`src/rtl/tone_period_meter_pkg.sv`:
```
// +----------------------------------------------------------------------------+
// | tone_period_meter_pkg                                                      |
// | Shared state encoding, default sizing and the note-period table.           |
// | Rev 1.0 - initial release                                                  |
// +----------------------------------------------------------------------------+
`default_nettype none

package tone_period_meter_pkg;

  typedef enum logic [1:0] {
    ST_IDLE   = 2'd0,
    ST_ARMED  = 2'd1,
    ST_LOCKED = 2'd2
  } meter_state_t;

  localparam int c_cnt_w        = 24;
  localparam int c_timeout      = 2000000;
  localparam int c_min_period   = 4;
  localparam int c_sync_stages  = 2;

  // I_CLK cycles per note period at a 50 MHz I_CLK, C4 through C5.
  localparam int unsigned c_note_c4 = 191110;
  localparam int unsigned c_note_d4 = 170265;
  localparam int unsigned c_note_e4 = 151685;
  localparam int unsigned c_note_f4 = 143172;
  localparam int unsigned c_note_g4 = 127551;
  localparam int unsigned c_note_a4 = 113636;
  localparam int unsigned c_note_b4 = 101239;
  localparam int unsigned c_note_c5 = 95557;

  function automatic int unsigned note_cycles(input logic [2:0] idx);
    int unsigned cycles;
    case (idx)
      3'd0:    cycles = c_note_c4;
      3'd1:    cycles = c_note_d4;
      3'd2:    cycles = c_note_e4;
      3'd3:    cycles = c_note_f4;
      3'd4:    cycles = c_note_g4;
      3'd5:    cycles = c_note_a4;
      3'd6:    cycles = c_note_b4;
      default: cycles = c_note_c5;
    endcase
    return cycles;
  endfunction

endpackage

`default_nettype wire

```
`src/rtl/tone_period_meter_sync_edge_detect.sv`:
```
// +----------------------------------------------------------------------------+
// | sync_edge_detect                                                           |
// | Multi-stage synchroniser with priming guard and registered edge strobes.   |
// | Rev 1.0 - initial release                                                  |
// +----------------------------------------------------------------------------+
`default_nettype none

module sync_edge_detect #(
  parameter int SYNC_STAGES = 2
) (
  input  logic I_CLK,
  input  logic Rst,
  input  logic i_sig,
  output logic o_rise,
  output logic o_fall
);

  localparam int c_prime_w = $clog2(SYNC_STAGES + 2);
  localparam logic [c_prime_w-1:0] c_prime_done = c_prime_w'(SYNC_STAGES + 1);

  logic [SYNC_STAGES-1:0] r_sync;
  logic                   r_prev;
  logic [c_prime_w-1:0]   r_prime_cnt;
  logic                   w_level;
  logic                   w_primed;

  assign w_level  = r_sync[SYNC_STAGES-1];
  // Until the chain and r_prev hold real samples, a stale-vs-new compare is meaningless.
  assign w_primed = (r_prime_cnt == c_prime_done);

  always_ff @(posedge I_CLK) begin
    if (Rst) begin
      r_sync      <= '0;
      r_prev      <= 1'b0;
      r_prime_cnt <= '0;
      o_rise      <= 1'b0;
      o_fall      <= 1'b0;
    end else begin
      r_sync <= {r_sync[SYNC_STAGES-2:0], i_sig};
      r_prev <= w_level;
      if (!w_primed) begin
        r_prime_cnt <= r_prime_cnt + c_prime_w'(1);
      end
      o_rise <= w_primed & w_level & ~r_prev;
      o_fall <= w_primed & ~w_level & r_prev;
    end
  end

endmodule

`default_nettype wire

```
`src/rtl/tone_period_meter.sv`:
```
// +----------------------------------------------------------------------------+
// | tone_period_meter                                                          |
// | Measures period and high time of a square wave in I_CLK cycles.            |
// | Rev 1.0 - initial release                                                  |
// +----------------------------------------------------------------------------+
`default_nettype none

module tone_period_meter
  import tone_period_meter_pkg::*;
#(
  parameter int CNT_W       = c_cnt_w,
  parameter int TIMEOUT     = c_timeout,
  parameter int MIN_PERIOD  = c_min_period,
  parameter int SYNC_STAGES = c_sync_stages
) (
  input  logic             I_CLK,
  input  logic             Rst,
  input  logic             Sig_In,
  output logic [CNT_W-1:0] Period_Out,
  output logic [CNT_W-1:0] High_Out,
  output logic             Valid,
  output logic             Locked,
  output logic             Timeout
);

  localparam logic [CNT_W-1:0] c_timeout_v = CNT_W'(TIMEOUT);
  localparam logic [CNT_W-1:0] c_to_last   = CNT_W'(TIMEOUT - 1);
  localparam logic [CNT_W-1:0] c_min_v     = CNT_W'(MIN_PERIOD);

  meter_state_t     r_state;
  meter_state_t     w_state_nxt;
  logic [CNT_W-1:0] r_cnt;
  logic [CNT_W-1:0] w_cnt_nxt;
  logic [CNT_W-1:0] r_hi_cap;
  logic             r_hi_seen;
  logic             w_rise;
  logic             w_fall;
  logic             w_accept;
  logic             w_publish;
  logic             w_timeout;

  sync_edge_detect #(
    .SYNC_STAGES (SYNC_STAGES)
  ) u_sync_edge_detect (
    .I_CLK  (I_CLK),
    .Rst    (Rst),
    .i_sig  (Sig_In),
    .o_rise (w_rise),
    .o_fall (w_fall)
  );

  // The first rise only sets the reference, so IDLE accepts any rise.
  assign w_accept = w_rise & ((r_state == ST_IDLE) | (r_cnt >= c_min_v));

  always_comb begin
    w_state_nxt = r_state;
    w_publish   = 1'b0;
    w_timeout   = 1'b0;
    case (r_state)
      ST_IDLE: begin
        if (w_accept) begin
          w_state_nxt = ST_ARMED;
        end
      end
      ST_ARMED, ST_LOCKED: begin
        if (w_accept) begin
          w_publish   = 1'b1;
          w_state_nxt = ST_LOCKED;
        end else if (r_cnt == c_to_last) begin
          w_timeout   = 1'b1;
          w_state_nxt = ST_IDLE;
        end
      end
      default: begin
        w_state_nxt = ST_IDLE;
      end
    endcase
  end

  always_comb begin
    w_cnt_nxt = r_cnt;
    if (w_accept) begin
      w_cnt_nxt = CNT_W'(1);
    end else if (r_cnt != c_timeout_v) begin
      w_cnt_nxt = r_cnt + CNT_W'(1);
    end
  end

  always_ff @(posedge I_CLK) begin
    if (Rst) begin
      r_state    <= ST_IDLE;
      r_cnt      <= '0;
      r_hi_cap   <= '0;
      r_hi_seen  <= 1'b0;
      Period_Out <= '0;
      High_Out   <= '0;
      Valid      <= 1'b0;
      Locked     <= 1'b0;
      Timeout    <= 1'b0;
    end else begin
      r_state <= w_state_nxt;
      r_cnt   <= w_cnt_nxt;
      Valid   <= w_publish;
      Timeout <= w_timeout;

      if (w_accept) begin
        r_hi_seen <= 1'b0;
      end else if (w_fall && !r_hi_seen) begin
        r_hi_seen <= 1'b1;
        r_hi_cap  <= r_cnt;
      end

      if (w_publish) begin
        Period_Out <= r_cnt;
        High_Out   <= r_hi_seen ? r_hi_cap : '0;
        Locked     <= 1'b1;
      end else if (w_timeout) begin
        Period_Out <= '0;
        High_Out   <= '0;
        Locked     <= 1'b0;
      end
    end
  end

endmodule

`default_nettype wire

```
`config.mk`:
```
export PLATFORM = sky130hd
export DESIGN_NAME = tone_period_meter
export DESIGN_NICKNAME = d
export VERILOG_FILES = /design/src/rtl/tone_period_meter_pkg.sv /design/src/rtl/tone_period_meter_sync_edge_detect.sv /design/src/rtl/tone_period_meter.sv
export SDC_FILE = /design/constraint.sdc
export NUM_CORES = 1
export LEC_CHECK = 0
export ABC_AREA = 1
export BUFFER_PORTS_ARGS = -buffer_cell sky130_fd_sc_hd__buf_2
export CORE_MARGIN = 2
export CORE_UTILIZATION = 50
export CTS_CLUSTER_DIAMETER = 40
export DETAILED_ROUTE_END_ITERATION = 7
export HOLD_SLACK_MARGIN = 0.03
export PLACE_DENSITY = 0.74
export SETUP_SLACK_MARGIN = 0.02
export SLEW_MARGIN = 20
export SYNTH_ARGS = -nofsm -noshare
export SYNTH_HDL_FRONTEND = slang
export SYNTH_SLANG_ARGS = --single-unit
```
`constraint.sdc`:
```
create_clock -name I_CLK -period 2.1 [get_ports I_CLK]
set_input_delay 0.21 -clock I_CLK [delete_from_list [all_inputs] [get_ports I_CLK]]
set_output_delay 0.21 -clock I_CLK [all_outputs]
set_load 0.05 [all_outputs]
```
==> impl_metrics.csv <==
group,metric,value,unit
detailed_routing,viasPerCell,5.37,
synth,avgSynthCellArea,7.47,µm²
clock_network,clk_latency,0.37,ns
detailed_routing,ant_nets,0,
clock_network,cts-buffers-inserted,9,
critical_path,cp-end-kind,"register",
clock_network,clk_path_buf_depth,2,
critical_path,worst_ep_required_time,2.35,ns
run,max_cap_viol_count,0,
placed_design,dpl_cell_area,4910,µm²
placed_design,dp_hpwl,7500,µm
global_routing,grt_usage,22.5,%
sta,slew_headroom,62.4,%
clock_network,cts_tree,"built",
synth,synth_top_area_share,47.7,%
sta,rsz0062_at_grt,"no",
sta,hold_viol_final,0,
clock_network,clock_sinks,109,
clock_network,clk_pin_slew,0.09,ns
floorplan,initial_core_util,51.9,%
critical_path,cp_max_fo,11,
sta,worst_slew_pin_slew,0.563,ns
critical_path,crit_path_start_kind,"register",
synth,syn_inst,612,
global_routing,antenna_found_initial,0,
synth,ys_types,28,
status,outcome,"finished clean",
detailed_routing,wl,10600,µm
sta,fmax,539,MHz
clock_network,cts_setup_buffers,0,
clock_network,hold_buffers,0,
critical_path,r2r_cells,11,
worst_hold_path,hold_class,"input port to register",
finish,stdcell_area,5090,µm²
synth,synth.largest_area_cell,"dfxtp_1",
finish,fin_util,57.8,%
synth,syn_nets,621,
clock_network,htree_num_levels,3,
synth,synthTopCellsByArea,"dfxtp_1 48%, nand2_1 9.9%, nand3_1 7.4%",
pwr,p_leak,2.16,nW
pwr,power_density,672,nW/µm²
global_routing,gr-total-overflow,0,
clock_network,cts-resized-gates,0,
detailed_routing,drt_iter0_markers,222,
finish,nNetsFinal,665,
synth,yosys_warnings,0,
global_routing,grt_pass1_vias,3839,
floorplan,die_w,99.6,µm
critical_path,crit_arrival,2.11,ns
floorplan,row_count,34,
detailed_routing,drc,0,
detailed_routing,num_vias,4124,
finish,n_antenna_cell,0,
sta,final.setup_skew,0.0171,ns
worst_hold_path,hold_depth,3,
synth,synth_seq_cells,109,
sta,fin_tns_setup,0,ns
synth,yosysSeqAreaShare,47.7,%
placed_design,gp_congestion,0.918,
floorplan,dieHeight,99.6,µm
sta,min_period_over_period,88.4,%
pwr,ir_drop,0.463,mV
detailed_routing,wire_per_inst,13.9,µm
critical_path,timing_worst_setup_path_type,"register to register",
synth,netlist_area,4570,µm²
placed_design,portBuffers,53,
sta,period_needed,1.86,ns
floorplan,ioPinCount,54,
pwr,finalPower,0.00342,W
finish,drive_gt1_share,15.0,%
clock_network,cts-root-buf,"clkbuf_8",
global_routing,grt_max_degree,56,
floorplan,core,8810,µm²
sta,finalSetupViolCount,0,
sta,slew_viol_final,0,
floorplan,die-area,9920,µm²
finish,syn_to_final_growth,11.4,%
global_routing,grt_pass1_wl,18200,µm
detailed_routing,dr.pass1.iters,6,
## report_power, final
part | switching (W) | internal (W)
clock network | 0.000677 | 0.000491
registers | 0.0000144 | 0.00209
logic | 0.0000976 | 0.0000502
## sequential cells by signal, indices dropped and copies added (netlist names), 2 cells and up
name                            count
Period_Out                         24
u_sync_edge_detect.r_prime_cnt      2
r_state                             2
u_sync_edge_detect.r_sync           2
r_hi_cap                           24
High_Out                           24
r_cnt                              24
## path summary, 6_finish.rpt
kind                                                              start                                       to  slack (ns)
worst max register to register                  r_state[0]$_SDFFE_PP0P_                    r_cnt[0]$_SDFFE_PP0P_        0.24
worst min register to register  u_sync_edge_detect.r_sync[0]$_SDFF_PP0_  u_sync_edge_detect.r_sync[1]$_SDFF_PP0_        0.41
worst max-delay path                            r_state[0]$_SDFFE_PP0P_                    r_cnt[0]$_SDFFE_PP0P_        0.24
worst min-delay path                                             Sig_In  u_sync_edge_detect.r_sync[0]$_SDFF_PP0_        0.04
## synthesized netlist by cell type
library cell and number:
nand3_1 68, or2_2 1, buf_2 14, dfxtp_1 109
buf_4 2, a31oi_1 1, or2_0 1, o21ai_0 12
clkbuf_1 15, a21oi_2 1, nor3_1 6, inv_1 68
nor3_2 4, nand3_2 2, nand4_1 29, nor4_1 2
a21oi_1 61, inv_2 3, nand2_1 120, nand2_2 1
buf_1 1, ha_1 6, nand3b_1 1, xor2_1 8
nor2_1 48, buf_6 4, nor2_2 4, o21ai_1 20
## cells by family (layout without fill, tap and decap cells)
group           count (synthesis)  in the layout  share of synthesized area, %
xor+xnor                        8              8                          1.53
flops                         109            109                          47.7
fa+ha+maj                       6              6                          1.64
compound gates                 95             95                          10.5
buf+inv                       107            155                          9.99
simple gates                  287            287                          28.6
## through the flow
step / setup WS [ns] / cells / hold slack, ns
after floorplan: 0.551 / 612 / 0.317
after global placement: 0.351 / 753 / 0.398
after detailed placement: 0.228 / 753 / 0.403
after CTS: 0.236 / 768 / 0.0337
after global routing: 0.0626 / 768 / 0.0556
final: 0.243 / 768 / 0.0418
## cell type report
class                   instances  area, µm²
clock buffers                  12        155
clock inverters                 3       21.3
fillers                       873       3720
inverters                      71        267
multi-input cells             396       1930
flip-flops and latches        109       2180
well taps                     108        135
repair buffers                 69        398
## layer usage
metal | vias to the layer above | global-route usage [%] | part of all wire (%)
li1 | 2081 | - | -
met4 | 0 | 5.58 | 1.1
met3 | 16 | 4.85 | 5.9
met1 | 1897 | 30.9 | 47
met2 | 130 | 36.4 | 46
met5 | - | 0 | 0
## cells in the final DEF (no fill, tap or decap), drive strengths merged, types with 12 or more instances in the layout
cell | Yosys | final
clkbuf | 15 | 12
nor2 | 52 | 52
o21ai | 32 | 32
buf | 21 | 69
nand4 | 29 | 29
nand2 | 121 | 121
dfxtp | 109 | 109
a21oi | 62 | 62
inv | 71 | 71
nand3 | 70 | 70
## worst max-delay path, stage by stage (launching register included)
cell and delay [ns]:
dfxtp_1 0.35, inv_1 0.07, ha_1 0.20, inv_1 0.07, nand3_1 0.08, nor2_1 0.13, nand3_2 0.12, nand2_1 0.18
buf_4 0.20, o21ai_0 0.08, o21ai_0 0.20, inv_1 0.06
No activity file was read; power rests on OpenSTA's default activity.
